**config.mk**
```make
export PLATFORM = sky130hd
export DESIGN_NAME = fetch_unit
export DESIGN_NICKNAME = d
export VERILOG_FILES = /design/src/rtl/fetch_unit.sv
export SDC_FILE = /design/constraint.sdc
export NUM_CORES = 1
export LEC_CHECK = 0
export ABC_CLOCK_PERIOD_IN_PS = 2400
export CELL_PAD_IN_SITES_DETAIL_PLACEMENT = 0
export CELL_PAD_IN_SITES_GLOBAL_PLACEMENT = 1
export CORE_MARGIN = 1.5
export CORE_UTILIZATION = 37
export DETAILED_ROUTE_END_ITERATION = 7
export PLACE_DENSITY = 0.84
export SLEW_MARGIN = 30
export SYNTH_ARGS = -nofsm -noshare
export SYNTH_HDL_FRONTEND = slang
export SYNTH_SLANG_ARGS = --single-unit
```
**constraint.sdc**
```tcl
create_clock -name Clk -period 2.4 [get_ports Clk]
set_input_delay 0.48 -clock Clk [delete_from_list [all_inputs] [get_ports Clk]]
set_output_delay 0.48 -clock Clk [all_outputs]
set_load 0.05 [all_outputs]
```
**src/rtl/fetch_unit.sv**
```systemverilog
// fetch_unit -- program counter sequencer with optional return-address stack.
//
// Ports:
//   Clk       single clock, all state on the rising edge
//   Reset     asynchronous active-low reset
//   Start     hold ProgCtr at START_ADDR, empty the stack, enter IDLE
//   Stall     freeze PC and stack for this cycle
//   Halt      end of program request (RUN -> HALT)
//   BranchEn  branch instruction present
//   ALU_flag  branch condition for relative/absolute modes
//   BrMode    00 relative, 01 absolute, 10 call, 11 return
//   Target    branch offset (signed) or absolute address (unsigned)
//   ProgCtr   registered instruction memory index
//   Done      high while in HALT
//   RasEmpty  return-address stack is empty
//   RasFull   return-address stack is full
//   RasErr    sticky overflow/underflow flag, cleared by Reset or Start
//
// Configuration macro: FETCH_UNIT_RAS_EN
//   defined   : calls push ProgCtr+1 and returns pop it (RAS_DEPTH entries,
//               power of 2, at least 2)
//   undefined : call is a plain absolute jump, return is ProgCtr+1, and the
//               stack flags are tied to empty / not full / no error
module fetch_unit #(
  parameter int          PC_W       = 11,
  parameter int          TGT_W      = 8,
  parameter int          RAS_DEPTH  = 4,
  parameter int unsigned START_ADDR = 0
) (
  input  logic             Clk,
  input  logic             Reset,
  input  logic             Start,
  input  logic             Stall,
  input  logic             Halt,
  input  logic             BranchEn,
  input  logic             ALU_flag,
  input  logic [1:0]       BrMode,
  input  logic [TGT_W-1:0] Target,
  output logic [PC_W-1:0]  ProgCtr,
  output logic             Done,
  output logic             RasEmpty,
  output logic             RasFull,
  output logic             RasErr
);

  localparam logic [1:0] IDLE = 2'd0;
  localparam logic [1:0] RUN  = 2'd1;
  localparam logic [1:0] HALT = 2'd2;

  localparam logic [PC_W-1:0] START_PC = PC_W'(START_ADDR);

  if (TGT_W > PC_W || RAS_DEPTH < 2 || (RAS_DEPTH & (RAS_DEPTH - 1)) != 0) begin : g_param_check
    $error("fetch_unit: need TGT_W <= PC_W and RAS_DEPTH a power of 2, >= 2");
  end

  logic [1:0]      state_reg, state_next;
  logic [PC_W-1:0] pc_reg, pc_next;
  logic [PC_W-1:0] pc_inc, tgt_sext, tgt_zext;

  // All PC arithmetic is PC_W wide, so overflow wraps naturally.
  assign pc_inc   = pc_reg + PC_W'(1);
  assign tgt_sext = PC_W'($signed(Target));
  assign tgt_zext = PC_W'(Target);

`ifdef FETCH_UNIT_RAS_EN
  localparam int PTR_W = $clog2(RAS_DEPTH);
  localparam int CNT_W = $clog2(RAS_DEPTH + 1);
  localparam logic [CNT_W-1:0] CNT_FULL = CNT_W'(RAS_DEPTH);

  // Circular buffer: wr_ptr_reg is the next free slot, the top of stack is
  // the slot just below it. A push while full overwrites the oldest entry
  // simply by wrapping the pointer while the count saturates.
  logic [PC_W-1:0]  ras_mem [RAS_DEPTH];
  logic [PTR_W-1:0] wr_ptr_reg;
  logic [CNT_W-1:0] count_reg;
  logic             err_reg;
  logic             push, pop, err_set, flush;
  logic             ras_empty, ras_full;
  logic [PC_W-1:0]  ras_top;

  assign ras_empty = (count_reg == '0);
  assign ras_full  = (count_reg == CNT_FULL);
  assign ras_top   = ras_mem[wr_ptr_reg - PTR_W'(1)];
  assign flush     = Start || (state_reg == IDLE);
`endif

  always_comb begin
    state_next = state_reg;
    pc_next    = pc_reg;
`ifdef FETCH_UNIT_RAS_EN
    push       = 1'b0;
    pop        = 1'b0;
    err_set    = 1'b0;
`endif
    if (Start) begin
      state_next = IDLE;
      pc_next    = START_PC;
    end else begin
      case (state_reg)
        IDLE: begin
          // START_ADDR has been presented throughout IDLE, so the leaving
          // edge advances straight to the following instruction.
          state_next = RUN;
          pc_next    = START_PC + PC_W'(1);
        end
        RUN: begin
          if (Stall) begin
            pc_next = pc_reg;
          end else if (Halt) begin
            state_next = HALT;
          end else if (BranchEn) begin
            case (BrMode)
              2'b00: pc_next = ALU_flag ? (pc_reg + tgt_sext) : pc_inc;
              2'b01: pc_next = ALU_flag ? tgt_zext : pc_inc;
              2'b10: begin
                pc_next = tgt_zext;
`ifdef FETCH_UNIT_RAS_EN
                push    = 1'b1;
                err_set = ras_full;
`endif
              end
              default: begin
`ifdef FETCH_UNIT_RAS_EN
                if (ras_empty) begin
                  pc_next = pc_inc;
                  err_set = 1'b1;
                end else begin
                  pc_next = ras_top;
                  pop     = 1'b1;
                end
`else
                pc_next = pc_inc;
`endif
              end
            endcase
          end else begin
            pc_next = pc_inc;
          end
        end
        default: begin
          // HALT: everything held until Start.
          state_next = state_reg;
        end
      endcase
    end
  end

  always_ff @(posedge Clk or negedge Reset) begin
    if (!Reset) begin
      state_reg <= IDLE;
      pc_reg    <= START_PC;
    end else begin
      state_reg <= state_next;
      pc_reg    <= pc_next;
    end
  end

  assign ProgCtr = pc_reg;
  assign Done    = (state_reg == HALT);

`ifdef FETCH_UNIT_RAS_EN
  // Entries are only read when count_reg says they are valid, so the
  // storage itself needs no reset.
  always_ff @(posedge Clk) begin
    if (push) begin
      ras_mem[wr_ptr_reg] <= pc_inc;
    end
  end

  always_ff @(posedge Clk or negedge Reset) begin
    if (!Reset) begin
      wr_ptr_reg <= '0;
      count_reg  <= '0;
      err_reg    <= 1'b0;
    end else begin
      if (flush) begin
        wr_ptr_reg <= '0;
        count_reg  <= '0;
      end else if (push) begin
        wr_ptr_reg <= wr_ptr_reg + PTR_W'(1);
        if (!ras_full) begin
          count_reg <= count_reg + CNT_W'(1);
        end
      end else if (pop) begin
        wr_ptr_reg <= wr_ptr_reg - PTR_W'(1);
        count_reg  <= count_reg - CNT_W'(1);
      end

      if (Start) begin
        err_reg <= 1'b0;
      end else if (err_set) begin
        err_reg <= 1'b1;
      end
    end
  end

  assign RasEmpty = ras_empty;
  assign RasFull  = ras_full;
  assign RasErr   = err_reg;
`else
  assign RasEmpty = 1'b1;
  assign RasFull  = 1'b0;
  assign RasErr   = 1'b0;
`endif

endmodule

```
# Word level (Yosys, flattened, before mapping)
# Index checks and enable logic that the tools add are counted.
# word_totals
out_inout_bits,15
ff_bits,13
word_cells,28
in_bits,17
# op_classes
n_eq_ne,7
n_reduce_logical,5
n_mux,12
addsub,2
# ops
operator,n
$mux 11,6
$pmux 11 s3,1
$pmux 11 s2,1
$add 11x1->11 const B,1
$add 11x11->11,1
$ne 3x3->1 const B,3
$mux 2,3
$reduce_and 3->1,2
$eq 2x1->1 const B,2
$eq 2x2->1 const B,2
$logic_not 2->1,2
$pmux 2 s2,1
$reduce_bool 3->1,1

# Longest topological paths before layout
# depth
word_depth,8
ltp_mapped,7
depth_no_buf,7

# Worst setup path before layout
# No wires, ideal clock.
# synth_path
kind,register -> register
from,"reg pc_reg[0], in the netlist ProgCtr[0]"
to,"reg pc_reg[10], in the netlist ProgCtr[10]"
synth_period_minus_slack_ns,2.315
setup_ns,0.124
path_buffers,0
stages_incl_launch_ff,8
slack_ns,0.085
t_arrival_ns,2.191
t_required_ns,2.276
cell_sequence,dfrtp_1 > ha_1 > fa_1 > a21oi_1 > o221ai_1 > a21oi_1 > mux2i_1 > a211o_1
# synth_between
elab_chain_cells,8
word_cells_on_any_way,10
cone_classes,add/sub: 2; mux: 8
# synth_lines
item,line,rtl
"start, declared",57,"logic [PC_W-1:0] pc_reg, pc_next;"
"start signal, assigned",154,pc_reg <= pc_next;
$add 11x1->11 or $add 11x11->11 (tied branches),"61, 113",
$mux 11 (on tied branches),"114, 113",
$pmux 11 s3,112,case (BrMode)
$mux 11 *,111,end else if (BranchEn) begin
$mux 11 *,109,end else if (Halt) begin
$mux 11 *,107,if (Stall) begin
$pmux 11 s2 *,99,case (state_reg)
$mux 11 *,95,if (Start) begin
# Mark *: on every way between the ends. The rest lies on a longest branch, timed or not. The select of a mux whose other input is x is not followed.
# A chain may end at the register's enable or synchronous reset.

# Final worst setup path
# layout_path
from,in Target[0]
to,"reg pc_reg[10], in the netlist ProgCtr[10]"
# layout_between
elab_chain_cells,8
# layout_lines
item,line,rtl
"start, declared",38,"input logic [TGT_W-1:0] Target,"
$add 11x11->11,113,2'b00: pc_next = ALU_flag ? (pc_reg + tgt_sext) : pc_inc;
$mux 11,113,
$pmux 11 s3,112,
$mux 11,111,
$mux 11,109,
$mux 11,107,
$pmux 11 s2,99,
$mux 11,95,
# Every way passes these cells. The select of a mux whose other input is x is not followed.

==> out/metrics.yaml <==
run_status:
  status: "finished, final reports clean"
yosys:
  syn-cell-area_mm2: 0.00148
  netlist_instances: 186
  yosysTopAreaCell: "dfrtp_1"
  yosys_warnings: 0
  synth-compound-area-share: 0.310
  netlist.area_leader.share: 0.219
  synth_top_family_by_area: "compound AO/OA/AOI/OAI gates"
  synthAdderAreaFrac: 0.106
  avgSynthCellArea_um2: 7.97
  ys.flop_type: "dfrtp_1"
  synth_cell_type_count: 52
  synthMuxAreaShare: 0.00675
  synth_seq_cells: 13
  synthTopCellsByArea: "dfrtp_1, ha_1, a21oi_1, o21ai_0, nand2_1"
  async_flop_share: 1.00
  yosysSeqAreaShare: 0.219
  yosys.area_share.simple: 0.257
  synthXorXnorAreaFrac: 0.0591
  synth-edff-count: 0
worst_setup_path:
  cp_num_buf_inv: 1
  worst_path_largest_cell_delay_ps: 430
  r2r_cells: 7
  crit_family: "compound AO/OA/AOI/OAI gates"
  critPathCaptureType: "flip-flop"
  startpoint_type: "input port"
  worst-setup-path-type: "input port to flip-flop"
  arrival_ps: 2490
  crit_required_ps: 2540
  critPathSlowestCell: "clkdlybuf4s50_1"
  cp_num_cells: 8
  worstPathCellList: "clkdlybuf4s50_1 > ha_1 > fa_1 > a21oi_2 > o221ai_1 > a21oi_1 > mux2i_1 > a211o_1"
  worstPathMaxFanout: 2
timing:
  setup-violations-final: 0
  fin_setup_tns_ps: 0
  worst_pin_slew_ps: 711
  worst_slew_margin_rel: 0.524
  worst_slack_ps: 50.8
  fin_skew_ps: 7.10
  whs_ps: 625
  fmax_mhz: 426
  report.final.slew_viol_count: 0
  finalCriticalPeriod_ps: 2350
  post-route-period-util: 0.979
  hold_violations: 0
  rsz0062_at_grt: "no"
route:
  drt_wl_total_mm: 4.62
  drcViolationCount: 0
  drt_iter0_markers: 139
  vias: 1687
  via_per_inst: 5.86
  routedWlPerCell_um: 16.0
  ant_nets: 0
  drtPass1Iterations: 4
clock_tree:
  cts_num_sinks: 13
  cts.clk_slew.worst_paths_ps: 70
  cts_root_buf: "clkbuf_8"
  cts_setup_buffers: 0
  htree_levels: 1
  cts_resized: 0
  numCtsBuffers: 3
  cts_hold_buf: 0
  cts_max_path_buffers: 2
  insertion_delay_ps: 250
  cts_tree: "yes"
layout:
  layout_common_cells: "clkdlybuf4s50_1, buf_4, nand2_1, a21oi_1, o21ai_0"
  finalInstanceArea_mm2: 0.00208
  diodes: 0
  nets: 270
  areaGrowthSynthToFinish_pct: 40.1
  largest_reg_flops: 11
  drive_above_1_share: 0.163
place:
  place_hpwl_mm: 3.62
  place_ws_ps: -226
  placedInstanceArea_mm2: 0.00201
  port_buffers: 28
  gp_congestion: 0.910
flow_run:
  max_cap_viol_count: 0
floorplanning:
  start_util: 0.396
  num_rows: 22
  die_w_um: 66.3
  fp.coreArea_mm2: 0.00374
  pin_count: 32
  dieArea_mm2: 0.00440
  die_h_um: 66.3
global_route:
  grt_max_degree: 14
  antenna_found_initial: 0
  gr-total-overflow: 0
  grt_pass1_wl_mm: 7.41
  grt_pass1_vias: 1620
  globalRouteTotalUtil: 0.217
min_path:
  hp-class: "flip-flop to flip-flop"
  whs_path_depth: 1
power:
  powerDensity_mw_per_mm2: 331
  peakVddDrop_mv: 0.170
  leakage_nw: 0.890
==> metrics by stage <==
stage / cells / power, mW / utilization
after floorplan: 187 / 0.364 / -
after global placement: 284 / 0.464 / 0.537
after detailed placement: 284 / 0.469 / 0.537
after CTS: 288 / 0.680 / 0.549
after global routing: 288 / 0.715 / 0.555
final: 288 / 0.688 / 0.555
==> synthesized netlist by cell type (all sizes together) (2+ instances only) <==
library cell,n
and3,5
nor2,4
inv,4
clkbuf,2
nor2b,3
xnor2,7
a31oi,2
xor2,3
o21a,4
nand4,5
nand2,19
o311ai,2
nand2b,6
a21oi,20
conb,2
buf,5
a22oi,3
ha,11
a21o,3
dfrtp,13
o221ai,6
o21ai,17
nand3,7
o31ai,2
or3,2
nor3,9
==> final timing paths <==
kind                                              from                 endpoint  slack, ps
worst max register to register  ProgCtr[0]$_DFFE_PN0P_  ProgCtr[10]$_DFFE_PN0P_        220
worst min-delay path            ProgCtr[3]$_DFFE_PN0P_   ProgCtr[3]$_DFFE_PN0P_        620
worst min register to register  ProgCtr[3]$_DFFE_PN0P_   ProgCtr[3]$_DFFE_PN0P_        620
max in group asynchronous                        Reset   ProgCtr[8]$_DFFE_PN0P_       1300
min in group asynchronous                        Reset   ProgCtr[9]$_DFFE_PN0P_        650
worst max-delay path                         Target[0]  ProgCtr[10]$_DFFE_PN0P_         50
==> report_power, final <==
part | leakage (nW) | internal, mW | switching [mW] | total, mW
sequential | 0.177 | 0.225 | 0.0112 | 0.236
combinational | 0.690 | 0.107 | 0.128 | 0.235
clock | 0.0228 | 0.118 | 0.0993 | 0.217
total | 0.890 | 0.450 | 0.238 | 0.688
==> cell families after synthesis <==
logic type	Yosys count
AO/OA/AOI/OAI	71
XOR/XNOR	10
adder cells (fa/ha/maj)	12
buffers and inverters	11
flip-flops	13
multiplexers	1
other	2
AND/OR/NAND/NOR	66
==> layout make-up <==
class / instances / area [µm²]
inverter: 4 / 15.0
timing repair buffer: 56 / 505
sequential: 13 / 325
fill: 376 / 1670
multi-input combinational: 163 / 1130
tap: 48 / 60.1
clock buffer: 4 / 45.0
==> worst register-to-register path: cells and delay by family, from the launching register on <==
| family | cells | cell delay [ps] |
|---|---|---|
| mux | 1 | 110 |
| flops | 1 | 470 |
| fa+ha+maj | 2 | 660 |
| compound gates | 4 | 830 |
==> layer usage <==
layer / up-vias / part of all wire / GRT usage
li1: 819 / - / -
met1: 790 / 0.47 / 0.294
met2: 67 / 0.47 / 0.356
met3: 11 / 0.044 / 0.0136
met4: 0 / 0.018 / 0.0893
met5: - / 0 / 0
Power figures use the tool's default switching activity.
